==> config.mk <==
export PLATFORM = sky130hd
export DESIGN_NAME = zacore_mem_arbiter
export DESIGN_NICKNAME = d
export VERILOG_FILES = /design/src/rtl/zacore_pkg.sv /design/src/rtl/zacore_mem_arb_prio.sv /design/src/rtl/zacore_mem_arbiter.sv
export SDC_FILE = /design/constraint.sdc
export NUM_CORES = 1
export LEC_CHECK = 0
export ABC_AREA = 1
export CORE_ASPECT_RATIO = 0.7
export CORE_MARGIN = 2
export CORE_UTILIZATION = 43
export DETAILED_ROUTE_END_ITERATION = 7
export PLACE_DENSITY_LB_ADDON = 0.15
export SETUP_SLACK_MARGIN = 0.5
export SYNTH_ARGS = -nofsm -noshare
export SYNTH_HDL_FRONTEND = slang
export SYNTH_SLANG_ARGS = --single-unit
export TNS_END_PERCENT = 1
==> constraint.sdc <==
create_clock -name i_clk -period 2.45 [get_ports i_clk]
set_clock_uncertainty 0.2 [all_clocks]
set_input_delay 0.49 -clock i_clk [delete_from_list [all_inputs] [get_ports i_clk]]
set_output_delay 0.49 -clock i_clk [all_outputs]
set_load 0.05 [all_outputs]
==> src/rtl/zacore_pkg.sv <==
// Shared types and constants for the zacore memory arbiter: FSM state,
// transaction owner, bus widths and the latched memory command.
package zacore_pkg;

    localparam int XLEN    = 32;
    localparam int WMASK_W = 4;
    localparam int CNT_W   = 4;

    typedef enum logic [1:0] {
        ST_IDLE      = 2'd0,
        ST_ISSUE     = 2'd1,
        ST_WAIT_RESP = 2'd2
    } arb_state_e;

    typedef enum logic {
        OWN_FETCH = 1'b0,
        OWN_DATA  = 1'b1
    } owner_e;

    typedef struct packed {
        logic               we;
        logic [XLEN-1:0]    addr;
        logic [XLEN-1:0]    wdata;
        logic [WMASK_W-1:0] wmask;
    } mem_cmd_t;

    // Increment that sticks at the limit instead of wrapping.
    function automatic logic [CNT_W-1:0] sat_inc(input logic [CNT_W-1:0] cnt,
                                                 input logic [CNT_W-1:0] lim);
        logic [CNT_W-1:0] res;
        if (cnt >= lim) begin
            res = lim;
        end else begin
            res = cnt + CNT_W'(1);
        end
        return res;
    endfunction

endpackage

==> src/rtl/zacore_mem_arb_prio.sv <==
// Requester selection for the memory arbiter: data has priority, but fetch
// is forced through once it has been passed over STARVE_LIMIT times in a row.
module zacore_mem_arb_prio
    import zacore_pkg::*;
#(
    parameter int STARVE_LIMIT = 4
) (
    input  logic i_clk,
    input  logic i_rst_n,
    input  logic i_grant_en,
    input  logic i_fetch_req,
    input  logic i_data_req,
    output logic o_fetch_gnt,
    output logic o_data_gnt
);

    localparam logic [CNT_W-1:0] LIMIT = CNT_W'(STARVE_LIMIT);

    logic [CNT_W-1:0] starve_q;
    logic [CNT_W-1:0] starve_d;
    logic             fetch_forced_s;

    assign fetch_forced_s = i_fetch_req && (starve_q == LIMIT);

    // Grant selection and starvation-count update.
    always_comb begin
        o_fetch_gnt = 1'b0;
        o_data_gnt  = 1'b0;
        starve_d    = starve_q;
        if (i_grant_en) begin
            if (i_data_req && !fetch_forced_s) begin
                o_data_gnt = 1'b1;
            end else if (i_fetch_req) begin
                o_fetch_gnt = 1'b1;
            end else begin
                o_data_gnt = 1'b0;
            end
        end else begin
            o_fetch_gnt = 1'b0;
        end

        if (o_data_gnt) begin
            if (i_fetch_req) begin
                starve_d = sat_inc(starve_q, LIMIT);
            end else begin
                starve_d = '0;
            end
        end else if (o_fetch_gnt) begin
            starve_d = '0;
        end else begin
            starve_d = starve_q;
        end
    end

    // Starvation counter register.
    always_ff @(posedge i_clk or negedge i_rst_n) begin
        if (!i_rst_n) begin
            starve_q <= '0;
        end else begin
            starve_q <= starve_d;
        end
    end

endmodule

==> src/rtl/zacore_mem_arbiter.sv <==
// Two-port (fetch/data) arbiter onto a single memory port with one
// transaction outstanding; latches the winner's command and routes the response.
module zacore_mem_arbiter
    import zacore_pkg::*;
#(
    parameter int STARVE_LIMIT = 4
) (
    input  logic               i_clk,
    input  logic               i_rst_n,
    input  logic               i_fetch_req,
    input  logic [XLEN-1:0]    i_fetch_addr,
    output logic               o_fetch_gnt,
    output logic               o_fetch_rvalid,
    output logic [XLEN-1:0]    o_fetch_rdata,
    input  logic               i_data_req,
    input  logic               i_data_we,
    input  logic [XLEN-1:0]    i_data_addr,
    input  logic [XLEN-1:0]    i_data_wdata,
    input  logic [WMASK_W-1:0] i_data_wmask,
    output logic               o_data_gnt,
    output logic               o_data_rvalid,
    output logic [XLEN-1:0]    o_data_rdata,
    output logic               o_mem_req,
    output logic               o_mem_we,
    output logic [XLEN-1:0]    o_mem_addr,
    output logic [XLEN-1:0]    o_mem_wdata,
    output logic [WMASK_W-1:0] o_mem_wmask,
    input  logic               i_mem_ready,
    input  logic               i_mem_rvalid,
    input  logic [XLEN-1:0]    i_mem_rdata,
    output logic               o_proto_err
);

    arb_state_e      state_q, state_d;
    owner_e          owner_q, owner_d;
    mem_cmd_t        cmd_q, cmd_d;
    logic            fetch_rvalid_q, fetch_rvalid_d;
    logic            data_rvalid_q, data_rvalid_d;
    logic [XLEN-1:0] fetch_rdata_q, fetch_rdata_d;
    logic [XLEN-1:0] data_rdata_q, data_rdata_d;
    logic            proto_err_q, proto_err_d;
    logic            grant_en_s;
    logic            fetch_gnt_s;
    logic            data_gnt_s;

    // Reset is folded in so grants read 0 while the block is held in reset.
    assign grant_en_s = (state_q == ST_IDLE) && i_rst_n;

    zacore_mem_arb_prio #(
        .STARVE_LIMIT (STARVE_LIMIT)
    ) u_prio (
        .i_clk       (i_clk),
        .i_rst_n     (i_rst_n),
        .i_grant_en  (grant_en_s),
        .i_fetch_req (i_fetch_req),
        .i_data_req  (i_data_req),
        .o_fetch_gnt (fetch_gnt_s),
        .o_data_gnt  (data_gnt_s)
    );

    // FSM next state, command latch and response routing.
    always_comb begin
        state_d        = state_q;
        owner_d        = owner_q;
        cmd_d          = cmd_q;
        fetch_rvalid_d = 1'b0;
        data_rvalid_d  = 1'b0;
        fetch_rdata_d  = fetch_rdata_q;
        data_rdata_d   = data_rdata_q;
        proto_err_d    = proto_err_q | (i_mem_rvalid && (state_q != ST_WAIT_RESP));

        case (state_q)
            ST_IDLE: begin
                if (data_gnt_s) begin
                    owner_d = OWN_DATA;
                    cmd_d   = '{we: i_data_we, addr: i_data_addr,
                                wdata: i_data_wdata, wmask: i_data_wmask};
                    state_d = ST_ISSUE;
                end else if (fetch_gnt_s) begin
                    owner_d = OWN_FETCH;
                    cmd_d   = '{we: 1'b0, addr: i_fetch_addr,
                                wdata: {XLEN{1'b0}}, wmask: {WMASK_W{1'b0}}};
                    state_d = ST_ISSUE;
                end else begin
                    state_d = ST_IDLE;
                end
            end
            ST_ISSUE: begin
                if (i_mem_ready) begin
                    // Stores have no read response; completion is signalled here.
                    if ((owner_q == OWN_DATA) && cmd_q.we) begin
                        data_rvalid_d = 1'b1;
                        data_rdata_d  = {XLEN{1'b0}};
                        state_d       = ST_IDLE;
                    end else begin
                        state_d = ST_WAIT_RESP;
                    end
                end else begin
                    state_d = ST_ISSUE;
                end
            end
            ST_WAIT_RESP: begin
                if (i_mem_rvalid) begin
                    if (owner_q == OWN_FETCH) begin
                        fetch_rvalid_d = 1'b1;
                        fetch_rdata_d  = i_mem_rdata;
                    end else begin
                        data_rvalid_d = 1'b1;
                        data_rdata_d  = i_mem_rdata;
                    end
                    state_d = ST_IDLE;
                end else begin
                    state_d = ST_WAIT_RESP;
                end
            end
            default: begin
                state_d = ST_IDLE;
            end
        endcase
    end

    // State and output registers.
    always_ff @(posedge i_clk or negedge i_rst_n) begin
        if (!i_rst_n) begin
            state_q        <= ST_IDLE;
            owner_q        <= OWN_FETCH;
            cmd_q          <= '0;
            fetch_rvalid_q <= 1'b0;
            data_rvalid_q  <= 1'b0;
            fetch_rdata_q  <= {XLEN{1'b0}};
            data_rdata_q   <= {XLEN{1'b0}};
            proto_err_q    <= 1'b0;
        end else begin
            state_q        <= state_d;
            owner_q        <= owner_d;
            cmd_q          <= cmd_d;
            fetch_rvalid_q <= fetch_rvalid_d;
            data_rvalid_q  <= data_rvalid_d;
            fetch_rdata_q  <= fetch_rdata_d;
            data_rdata_q   <= data_rdata_d;
            proto_err_q    <= proto_err_d;
        end
    end

    assign o_fetch_gnt    = fetch_gnt_s;
    assign o_data_gnt     = data_gnt_s;
    assign o_fetch_rvalid = fetch_rvalid_q;
    assign o_fetch_rdata  = fetch_rdata_q;
    assign o_data_rvalid  = data_rvalid_q;
    assign o_data_rdata   = data_rdata_q;
    assign o_mem_req      = (state_q == ST_ISSUE);
    assign o_mem_we       = cmd_q.we;
    assign o_mem_addr     = cmd_q.addr;
    assign o_mem_wdata    = cmd_q.wdata;
    assign o_mem_wmask    = cmd_q.wmask;
    assign o_proto_err    = proto_err_q;

endmodule

==> impl_results.rst <==
.. list-table::
   :header-rows: 1

   * - Metric
     - Value
   * - Clock Sinks
     - 143
   * - Transition time at the pin with the least slew margin
     - 0.751 ns
   * - Complex-gate fraction of the synthesized area
     - 0.932%
   * - Area share of the leading cell type in the synthesized netlist
     - a little under three fifths
   * - Proportion of power drawn by combinational gates
     - 54.1%
   * - Number of antenna diodes
     - 0
   * - Wire length of the first global-routing pass
     - 31,900 µm
   * - Area enclosed by the die boundary
     - 0.0160 mm²
   * - Avg Cell Area, Syn
     - 7.98 µm²
   * - Required time worst endpoint
     - 2.53 ns
   * - Number of standard cells after synthesis
     - 807
   * - Detailed-route via count
     - 6,257
   * - Critical path cell sequence
     - inv_2 -> buf_6 -> buf_4 -> buf_4 -> buf_4 -> buf_4 -> buf_4 -> buf_4 -> buf_4 -> buf_4 -> buf_4 -> buf_4 -> nand3_2 -> o21ai_2
   * - Via count normalized by instance count
     - 4.81
   * - Net Sw Frac
     - 50.1%
   * - Type of the worst min-delay path
     - in2async
   * - Maximum number of pins on one net before global-route repair
     - between 100 and 150
   * - Count of final max-slew check failures
     - 0
   * - Maximum level of the CTS H-tree
     - 4
   * - Die W
     - approximately 150 µm
   * - Xor-xnor portion of the synthesized cell area
     - 0%
   * - Nets
     - about 1,200
   * - Number of DRC markers after the initial detailed-route iteration
     - 256
   * - Final Cycle Share
     - about nine tenths
   * - Worst-Skew Late Latency
     - 0.39 ns
   * - Clock input transition at the sequential cells of the worst setup and hold paths
     - 0.07 ns
   * - Tmin final
     - 2.23 ns
   * - Crit Path Class
     - reg2reg
   * - Setup TNS after final layout
     - 0 ns
   * - Power density over the cells
     - 1460 mW/mm²
   * - CP Data Arrival Time
     - 2.31 ns
   * - Cell area after synthesis
     - 0.00644 mm²
   * - RSZ-0062 raised after global routing
     - true
   * - Crit end category
     - flip-flop
   * - Total number of placement rows
     - 37
   * - Global-route usage over all layers
     - about a quarter
   * - Total grt overflow
     - 0
   * - Worst-path cell with the longest stage delay
     - dfrtp_1
   * - Residual antenna-violating net count after detailed routing
     - 0
   * - IR Drop Worst-Case VDD
     - about 0.8 mV
   * - Setup violation total in the final timing report
     - 0
   * - Relative slew margins
     - 50.0%
   * - Fill count
     - 1,207
   * - Post-layout instance count excluding filler cells
     - 1,300
   * - Worst slack, placed
     - 0.0911 ns
   * - Outcome
     - completed
   * - First-pass DRT Iterations
     - 4
   * - Internal power contribution
     - 0.00737 W
   * - Fmax
     - 0.448 GHz
   * - CTS root buffer
     - clkbuf_16
   * - Startpoint Class
     - flip-flop
   * - CTS tree
     - done
   * - Share of synthesized area occupied by flip-flops and latches
     - a little under three fifths
   * - Top cell type by total area after synthesis
     - dfrtp_1
   * - Maximum count of clock buffers along a single path
     - 2
   * - Placed instance count
     - ~1,200
   * - Inserted Clock Buffers
     - 17
   * - Net Sw Power
     - 0.00740 W
   * - Number of nets produced by synthesis
     - 952
   * - Most frequent standard cell in the layout excluding fill and tap cells
     - nand2_1
   * - Yosys synthesis warning count
     - 0
   * - Post-detail-place hpwl
     - 13,100 µm
   * - Max stage delay on crit path
     - 0.38 ns
   * - Reg-to-reg critical path startpoint
     - u_prio.starve_q[0]
   * - Distinct cells, synth
     - 23
   * - Maximum fanout along the worst path
     - 2
   * - Antenna violations before repair
     - 0
   * - Ranking of synthesized cells by area
     - dfrtp_1 56%, nand2_1 28%, nand3b_1 3.7%
   * - GPL Wtd Cong
     - around 0.84
   * - End-of-flow core utilization
     - 68.9%
   * - Simple-gate share of the synthesized area
     - 36.0%
   * - Initial core utilization
     - between 40% and 50%
   * - Clock power share
     - between 10% and 20%
   * - Leakage component of the power
     - 5.58 nW
   * - Fraction of the mapped netlist area in adder cells
     - under 10%
   * - Drt wl/cell
     - around 15 µm
   * - Fraction of layout instances using a drive strength above 1
     - 8.05%
   * - DRC errors left
     - 0
   * - Number of maximum-capacitance constraint violations
     - 0
   * - Yosys reg bits
     - 143
   * - Post-synthesis to final-layout area growth
     - 56.9%
   * - Port bufs
     - ~280
   * - Dominant combinational cell family by area after synthesis
     - simple AND/OR/NAND/NOR gates
   * - Critical Path Source
     - u_prio.starve_q[0]
   * - Worst setup margin
     - 0.218 ns
   * - Top cell by count, worst path
     - buf_4
   * - Height of the die
     - 106 µm
   * - Multiplexer area fraction after synthesis
     - 0%
   * - Commonest non-fill, non-tap cells in the layout
     - 476 x nand2_1, 143 x dfrtp_1, 137 x dlygate4sd2_1
   * - Final hold vios
     - 0
   * - Core area
     - around 0.015 mm²
   * - I/O pins
     - 278
   * - Wirelength, routed
     - 19,600 µm
   * - Part of the power in registers
     - 26.6%
   * - Number of global-route vias before repair
     - 6,411
   * - CTS Hold Buffers Added
     - 0
-- metrics by stage --
| stage | instance area [µm²] | hold slack [ns] | power (W) |
|---|---|---|---|
| detailed placement | 9430 | 0.257 | 0.0124 |
| finish | 10100 | 0.0592 | 0.0148 |
| CTS | 10100 | 0.0948 | 0.0148 |
| global placement | 9430 | 0.253 | 0.0123 |
| floorplan | 6470 | -0.00559 | 0.00939 |
| global route | 10100 | 0.148 | 0.0156 |
-- worst paths after layout --
check                                      to  slack [ns]  cells after the start
hold / removal                 o_mem_addr[21]        0.06                      2
max in group asynchronous    o_data_rdata[25]        1.45                      2
min in group i_clk            o_data_rdata[7]        0.26                      2
setup reg to reg           u_prio.starve_q[0]        0.22                     14
setup / recovery           u_prio.starve_q[0]        0.22                     14
hold reg to reg               o_data_rdata[7]        0.26                      2
-- critical path, delay by kind of cell (launching register included) --
family	cells	cell delay (ns)
simple gates	1	0.07
flops	1	0.38
buf+inv	12	1.40
compound gates	1	0.05
-- cells in the mapped netlist (all sizes together) --
library cell,n
inv,46
o21ai,4
dfrtp,143
ha,6
nand2,479
nor2,4
nor3,1
a21oi,2
a21boi,2
buf,30
nand4,33
nand3,6
nand3b,32
o21bai,1
o211ai,1
clkbuf,17
-- logic make-up after synthesis --
| logic type | count (synthesis) |
|---|---|
| DFF | 143 |
| buffers and inverters | 93 |
| adders and majority gates | 6 |
| and+or+nand+nor | 555 |
| AOI/OAI and AO/OA | 10 |
-- routing by layer --
metal	share of wire [%]	GRT usage, %	vias to the layer above
met5	0	0	-
met3	8.7	8.15	44
li1	-	-	3050
met1	43	31.6	2908
met2	46	40.6	255
met4	3.3	10.2	0
-- layout make-up --
class                   instances  area (µm²)  area share (%)
clock buffers                  19         443            4.38
clock inverters                12         209            2.07
inverters                      46         175            1.73
multi-input cells             571        2520            24.9
flip-flops and latches        143        3580            35.4
well taps                     195         244            2.41
repair buffers                314        2940            29.1
-- power groups by stage --
stage	Sequential, W	Clock, W	Combinational (W)
after floorplan	0.00738	0	0.00201
after global placement	0.00398	0	0.00832
after detailed placement	0.00396	0	0.00840
after CTS	0.00393	0.00290	0.00799
after global routing	0.00405	0.00302	0.00852
final	0.00393	0.00285	0.00799
-- sequential cells by signal, indices dropped and copies added (netlist names) --
signal           count
o_data_rdata        32
o_fetch_rdata       32
o_mem_addr          32
o_mem_wdata         32
o_mem_wmask          4
u_prio.starve_q      4
state_q              2
o_data_rvalid        1
o_fetch_rvalid       1
o_mem_we             1
o_proto_err          1
owner_q              1
-- timing repair --
action | in CTS | in global routing
pin swaps | 5 | 2
buffers inserted | 19 | 1
resized for setup | 149 | 4
setup endpoints to repair | 176 | 233
(Power assumes the default switching activity.)
